==> config.mk <==
export PLATFORM = sky130hd
export DESIGN_NAME = sram_rw_port_arbiter
export DESIGN_NICKNAME = d
export VERILOG_FILES = /design/src/rtl/sram_arb_pkg.sv /design/src/rtl/sram_rw_port_arbiter_rr_arb2.sv /design/src/rtl/sram_rw_port_arbiter.sv
export SDC_FILE = /design/constraint.sdc
export NUM_CORES = 1
export LEC_CHECK = 0
export CORE_UTILIZATION = 42
export CTS_BUF_LIST = sky130_fd_sc_hd__clkbuf_8 sky130_fd_sc_hd__clkbuf_16
export DETAILED_ROUTE_END_ITERATION = 10
export PLACE_DENSITY = 0.82
export REMOVE_ABC_BUFFERS = 1
export SLEW_MARGIN = 0
export SYNTH_ARGS = -nofsm -noshare
export SYNTH_HDL_FRONTEND = slang
export SYNTH_HIERARCHICAL = 1
export SYNTH_SLANG_ARGS = --single-unit
==> constraint.sdc <==
create_clock -name clk0 -period 2.17 [get_ports clk0]
set_clock_uncertainty 0.2 [all_clocks]
set_input_delay 0.217 -clock clk0 [delete_from_list [all_inputs] [get_ports clk0]]
set_output_delay 0.217 -clock clk0 [all_outputs]
set_load 0.05 [all_outputs]
==> src/rtl/sram_arb_pkg.sv <==
`default_nettype none
// ============================================================================
// Module   : sram_arb_pkg
// Brief    : Shared types for the two-requester SRAM RW port arbiter.
// Revision : 1.0
// ============================================================================
package sram_arb_pkg;

   localparam int NUM_REQ = 2;

   typedef logic req_id_t;

   typedef enum logic {
      OP_READ  = 1'b0,
      OP_WRITE = 1'b1
   } op_e;

   typedef struct packed {
      logic    valid;
      logic    rd;
      req_id_t id;
   } pipe_entry_t;

   function automatic req_id_t other_req(input req_id_t id);
      return ~id;
   endfunction

endpackage
`default_nettype wire

==> src/rtl/sram_rw_port_arbiter_rr_arb2.sv <==
`default_nettype none
// ============================================================================
// Module   : rr_arb2
// Brief    : Two-way round-robin grant with a registered priority pointer.
// Revision : 1.0
// ============================================================================
module rr_arb2
   import sram_arb_pkg::*;
(
   input  logic               clk0,
   input  logic               rst,
   input  logic [NUM_REQ-1:0] valid,
   output logic [NUM_REQ-1:0] grant
);

   req_id_t r_prio;
   req_id_t w_other;

   assign w_other = other_req(r_prio);

   always_comb begin
      grant = '0;
      if (!rst) begin
         if (valid[r_prio]) begin
            grant[r_prio] = 1'b1;
         end else if (valid[w_other]) begin
            grant[w_other] = 1'b1;
         end
      end
   end

   // The requester that just transferred yields priority to the other one.
   always_ff @(posedge clk0) begin
      if (rst) begin
         r_prio <= 1'b0;
      end else if (|grant) begin
         r_prio <= grant[0];
      end
   end

endmodule
`default_nettype wire

==> src/rtl/sram_rw_port_arbiter.sv <==
`default_nettype none
// ============================================================================
// Module   : sram_rw_port_arbiter
// Brief    : Round-robin sequencer for one RW port of a single-port SRAM macro.
// Revision : 1.0
// ============================================================================
module sram_rw_port_arbiter
   import sram_arb_pkg::*;
#(
   parameter int DATA_WIDTH = 2,
   parameter int ADDR_WIDTH = 4
) (
   input  logic                          clk0,
   input  logic                          rst,
   input  logic [NUM_REQ-1:0]            req_valid,
   output logic [NUM_REQ-1:0]            req_ready,
   input  logic [NUM_REQ-1:0]            req_we,
   input  logic [NUM_REQ*ADDR_WIDTH-1:0] req_addr,
   input  logic [NUM_REQ*DATA_WIDTH-1:0] req_din,
   output logic [NUM_REQ-1:0]            resp_valid,
   output logic [DATA_WIDTH-1:0]         resp_dout,
   output logic                          csb0,
   output logic                          web0,
   output logic [ADDR_WIDTH-1:0]         addr0,
   output logic [DATA_WIDTH-1:0]         din0,
   input  logic [DATA_WIDTH-1:0]         dout0
);

   logic [NUM_REQ-1:0] w_grant;
   logic               w_xfer;
   req_id_t            w_id;
   op_e                w_op;
   pipe_entry_t        w_entry;
   pipe_entry_t        r_stage1;
   pipe_entry_t        r_stage2;

   rr_arb2 u_arb (
      .clk0  (clk0),
      .rst   (rst),
      .valid (req_valid),
      .grant (w_grant)
   );

   assign req_ready = w_grant;
   assign w_xfer    = |w_grant;
   assign w_id      = w_grant[1];
   assign w_op      = op_e'(req_we[w_id]);

   always_comb begin
      w_entry       = '0;
      w_entry.valid = w_xfer;
      w_entry.rd    = (w_op == OP_READ);
      w_entry.id    = w_id;
   end

   // Macro inputs are registered here and sampled again by the macro one edge later.
   always_ff @(posedge clk0) begin
      if (rst) begin
         csb0 <= 1'b1;
         web0 <= 1'b1;
         addr0 <= '0;
         din0 <= '0;
      end else if (w_xfer) begin
         csb0 <= 1'b0;
         web0 <= (w_op == OP_READ);
         addr0 <= req_addr[w_id*ADDR_WIDTH +: ADDR_WIDTH];
         din0 <= req_din[w_id*DATA_WIDTH +: DATA_WIDTH];
      end else begin
         csb0 <= 1'b1;
         web0 <= 1'b1;
      end
   end

   always_ff @(posedge clk0) begin
      if (rst) begin
         r_stage1   <= '0;
         r_stage2   <= '0;
         resp_valid <= '0;
         resp_dout  <= '0;
      end else begin
         r_stage1   <= w_entry;
         r_stage2   <= r_stage1;
         resp_valid <= '0;
         if (r_stage2.valid && r_stage2.rd) begin
            resp_valid[r_stage2.id] <= 1'b1;
            resp_dout               <= dout0;
         end
      end
   end

endmodule
`default_nettype wire
# After elaboration in Yosys (flattened, before gate mapping)
# Cells that the tools add are included.
totals:
  mem_count: 0
  output_inout_bits: 14
  register_bits: 19
  latchBits: 0
  ram_bits: 0
  romBits: 0
classes:
  mux: 16
  n_shift: 2
  multipliers: 0
  magnitude_cmp: 7
  n_addsub: 0
  reduce_logical: 7
  bitwise: 4
  n_eq_ne: 0
  div: 0
op_table:
  columns: ["op", "n"]
  rows:
  - ["two-way mux 1 bit", 10]
  - ["less-than comparator 1 x 2 -> 1 bit, second input constant", 4]
  - ["variable part select 8 x 4 -> 4 bit", 1]
  - ["two-way mux 2 bit", 3]
  - ["OR reduction 2 bit", 3]
  - ["logical AND 1 bit", 4]
  - ["inverter 1 bit", 4]
  - ["variable part select 4 x 3 -> 2 bit", 1]
  - ["demux 1 bit (select 1 bit)", 3]
  - [">= comparator 1 bit, second input constant", 3]

# Logic depth before layout (Yosys ltp)
logic_depth:
  ltp_word: 11
  ltp_mapped: 5

# By module
# The synthesis kept the hierarchy.
modules_own_cells:
  columns: ["mod", "cells_per_inst", "seq_area_each_um2", "area_each_um2", "instances"]
  rows:
  - ["sram_rw_port_arbiter", 62, 360.3, 660.6, 1]
  - ["rr_arb2", 7, 20.0, 61.3, 1]

# Worst setup path before layout
# OpenSTA, ideal clock, no wires.
synth_path:
  kind: "reg-to-reg"
  startpoint: "reg u_arb.r_prio"
  endpoint: "reg csb0"
  setup_time_ns: 0.123
  synth_period_minus_slack_ns: 2.625
  arrival_time_ns: 2.302
  stages_incl_launch_ff: 6
  slack_ns: -0.455
  required_ns: 1.847
  path_buffers: 1
  cell_sequence: "dfxtp_1 -> nor2b_1 -> nor3b_1 -> buf_4 -> nor2_1 -> or2_2"
synth_between:
  elab_chain_cells: 10
synth_lines:
  columns: ["item", "line_no", "text"]
  rows:
  - ["start: declaration", "sram_rw_port_arbiter_rr_arb2.sv:16", "req_id_t r_prio;"]
  - ["start signal: assignment", "sram_rw_port_arbiter_rr_arb2.sv:37", "r_prio <= grant[0];"]
  - ["inverter 1 bit", "sram_arb_pkg.sv:25", "return ~id;"]
  - ["less-than comparator 1 x 2 -> 1 bit (not written as such) or >= comparator 1 bit (tied branches)", "sram_rw_port_arbiter_rr_arb2.sv:27", "grant[w_other] = 1'b1;"]
  - ["logical AND 1 bit (not written as such)", "sram_rw_port_arbiter_rr_arb2.sv:27", null]
  - ["two-way mux 1 bit (not written as such)", "sram_rw_port_arbiter_rr_arb2.sv:27", null]
  - ["demux 1 bit (select 1 bit)", null, null]
  - ["two-way mux 2 bit", "sram_rw_port_arbiter_rr_arb2.sv:26", "end else if (valid[w_other]) begin"]
  - ["two-way mux 2 bit (*)", "sram_rw_port_arbiter_rr_arb2.sv:24", "if (valid[r_prio]) begin"]
  - ["two-way mux 2 bit (*)", "sram_rw_port_arbiter_rr_arb2.sv:23", "if (!rst) begin"]
  - ["named net req_ready[1]", "sram_rw_port_arbiter.sv:16", "output logic [NUM_REQ-1:0] req_ready,"]
  - ["OR reduction 2 bit (*)", "sram_rw_port_arbiter.sv:45", "assign w_xfer = |w_grant;"]
  - ["two-way mux 1 bit (*)", "sram_rw_port_arbiter.sv:63", "end else if (w_xfer) begin"]
  - ["end signal: assignment", "sram_rw_port_arbiter.sv:59", "csb0 <= 1'b1;"]
  - ["end signal: assignment", "sram_rw_port_arbiter.sv:64", "csb0 <= 1'b0;"]
  - ["end signal: assignment", "sram_rw_port_arbiter.sv:69", "csb0 <= 1'b1;"]
  - ["end: declaration", "sram_rw_port_arbiter.sv:22", "output logic csb0,"]
# The timed path passes the listed nets; every way through them passes the cells marked *. The select of a mux whose other input is x is not followed.
# A chain may end at the register's enable or synchronous reset.

# Final worst setup path
layout_path:
  startpoint: "reg din0[0]"
  endpoint: "out din0[0]"
layout_rtl:
  columns: ["item", "line_no", "text"]
  rows:
  - ["start: declaration", "sram_rw_port_arbiter.sv:25", "output logic [DATA_WIDTH-1:0] din0,"]
  - ["start signal: assignment", "sram_rw_port_arbiter.sv:67", "din0 <= req_din[w_id*DATA_WIDTH +: DATA_WIDTH];"]
# No word-level cell between the ends.

==> out/metrics.csv <==
metric;value;unit
status;finished with violations;
violations;design-rule violations;
rrSetupSlack;0.65;ns
syn_area_per_cell;10.5;µm²
tns;0;ns
final_cell_mix;31 x clkdlybuf4s50_1, 19 x dfxtp_1, 12 x nor2b_1, 8 x a211oi_1, 6 x mux2i_1;
place_inst;118;
gp_congestion;0.711;
synth_top_area_cell;dfxtp_1;
hold_viol;0;
ir_drop;390;µV
cts-root-buf;clkbuf_8;
synth_cells;69;
cts-hold-fix-buffers;0;
min_from;r_stage2[0];
cts_made_buffers;3;
drc_errors;2;
clock_path_buffers;2;
ff2ff_path_depth;5;
slew_violations;0;
crit_type;reg2out;
ctsResizeCount;0;
cp-start-kind;flip-flop;
fmax;0.548;GHz
worst_pin_slew;0.504;ns
drt_pre_antenna_iters;6;
critPathArrivalTime;1.41;ns
die_area;1890;µm²
synth_warnings;6;
crit_buf_inv;1;
tritoncts;built;
fin_crit;1.82;ns
core_area;1560;µm²
multi_input_area;305;µm²
r2r_start;u_arb/r_prio;
clk_transition_reported_paths;0.07;ns
post_cts_buffers;0;
ys_top_cells_by_area;dfxtp_1 53%, nor2b_1 10%, mux2i_1 8.3%;
synth_cell_types;19;
hold-path-cell-count;1;
post-route-period-util;84.0;%
setup_violations;0;
netlist.area_leader.share;52.7;%
fill_cells;117;
ys_seq_area_share;52.7;%
relSlewSlack;66.3;%
grt_max_degree;17;
portBuffers;33;
crit_path_top_delay_cell;clkdlybuf4s50_1;
crit_required;1.75;ns
antenna_found_initial;0;
grt_overflow_total;0;
num_rows;14;
ff_latch_area;380;µm²
worstPathMaxFanout;2;
max-cap-violations;0;
dr_total_vias;615;
drt_iter0_markers;9;
track_usage;19.2;%
powerDensity;686;nW/µm²
critPathMaxStageDelay;0.81;ns
grt_pass1_vias;589;
worstPathCellList;clkdlybuf4s50_1;
final_cells;122;
dp.final_hpwl;1.14;mm
rsz0062_at_grt;false;
whs_endpoint;resp_valid[0];
die_width;43.5;µm
final_core_util;73.1;%
clock_latency;0.25;ns
synthToLayoutAreaGrowth;57.9;%
r2r-end;addr0[2];
viasPerCell;5.04;
cp-end-kind;output port;
hold_class;reg2reg;
power.leakage;0.429;nW
ant_nets;0;
synth-seq-cells;19;
cpLargestDelayFamily;buffers and inverters;
die_y;43.5;µm
cts.sinks;19;
layout_commonest_cell;clkdlybuf4s50_1;
start_util;46.3;%
detail_route.wl_per_cell;12.6;µm
drive_above_1_share;13.2;%
antenna_cells;0;
grt_pass1_wl;2.63;mm
h-tree-depth;1;
drt_wl_total;1.54;mm
io_pins;34;
synth_area;722;µm²
nets;127;
==> power by group <==
group          total [W]  internal (W)  switching [W]
clock           0.000237      0.000127       0.000110
sequential      0.000377      0.000367     0.00000996
combinational   0.000167     0.0000816      0.0000854
==> cells by family after synthesis <==
group	Yosys count	share of synthesized area, %
and+or+nand+nor	24	19.1
AOI/OAI and AO/OA	14	14.9
muxes	6	8.32
buffers and inverters	6	5.03
DFF	19	52.7
==> synthesized netlist by cell type <==
cell type  count
nor3_1         1
a21bo_2        2
nor3b_1        2
or2_2          1
a211oi_1       8
a21oi_1        2
nand3b_1       1
buf_4          1
o21ba_2        1
nor2b_1       12
nor2_1         3
a21o_1         1
buf_2          2
mux2i_1        6
dfxtp_1       19
nand2_1        2
nand3_1        2
inv_1          2
buf_6          1
==> worst max path at each step <==
stage / startpoint / end / slack (ns) / depth (start not counted)
after floorplan: u_arb/r_prio / addr0[0] / -0.78 / 4
after global placement: req_valid[0] / addr0[1] / 0.34 / 6
after detailed placement: req_valid[0] / addr0[1] / 0.31 / 6
after CTS: din0[1] / din0[1] / 0.34 / 1
after global routing: req_valid[0] / req_ready[0] / 0.24 / 5
final: din0[0] / din0[0] / 0.35 / 1
==> registers in the layout, summed over array words and instances, names as in the netlist, 2 cells and up <==
name	flops
din0	2
r_stage2	3
resp_dout	2
addr0	4
resp_valid	2
r_stage1	3
==> per-stage QoR <==
step / power, W / cell area, µm² / hold slack [ns] / setup WS, ns
6_report: 0.000781 / 1140 / 0.216 / 0.347
5_1_grt: 0.000815 / 1140 / 0.257 / 0.244
4_1_cts: 0.000788 / 1140 / 0.213 / 0.344
3_5_place_dp: 0.000551 / 1090 / 0.203 / 0.311
3_3_place_gp: 0.000547 / 1090 / 0.196 / 0.342
2_1_floorplan: 0.000467 / 693 / 0.0837 / -0.780
==> layout make-up <==
cell class                 instances  area share [%]
clock buffer                       3            3.62
tap                               16            1.76
timing repair buffer              37            33.4
multi-input combinational         44            26.8
clock inverter                     1           0.439
inverter                           2           0.659
sequential                        19            33.4
==> worst register-to-register path, cell delays in order, from the launching register on <==
cell,delay [ns]
dfxtp_1,0.36
nor2b_1,0.07
nor3b_1,0.17
buf_4,0.23
inv_1,0.15
a211oi_1,0.25
==> metal layers <==
metal / up-vias / wire length, µm / global-route usage (%)
met5: - / 0 / 0
met1: 270 / 648 / 22.7
met2: 30 / 722 / 30.3
li1: 312 / - / -
met4: 0 / 23 / 9.38
met3: 3 / 145 / 7.92
Power figures use the tool's default switching activity.
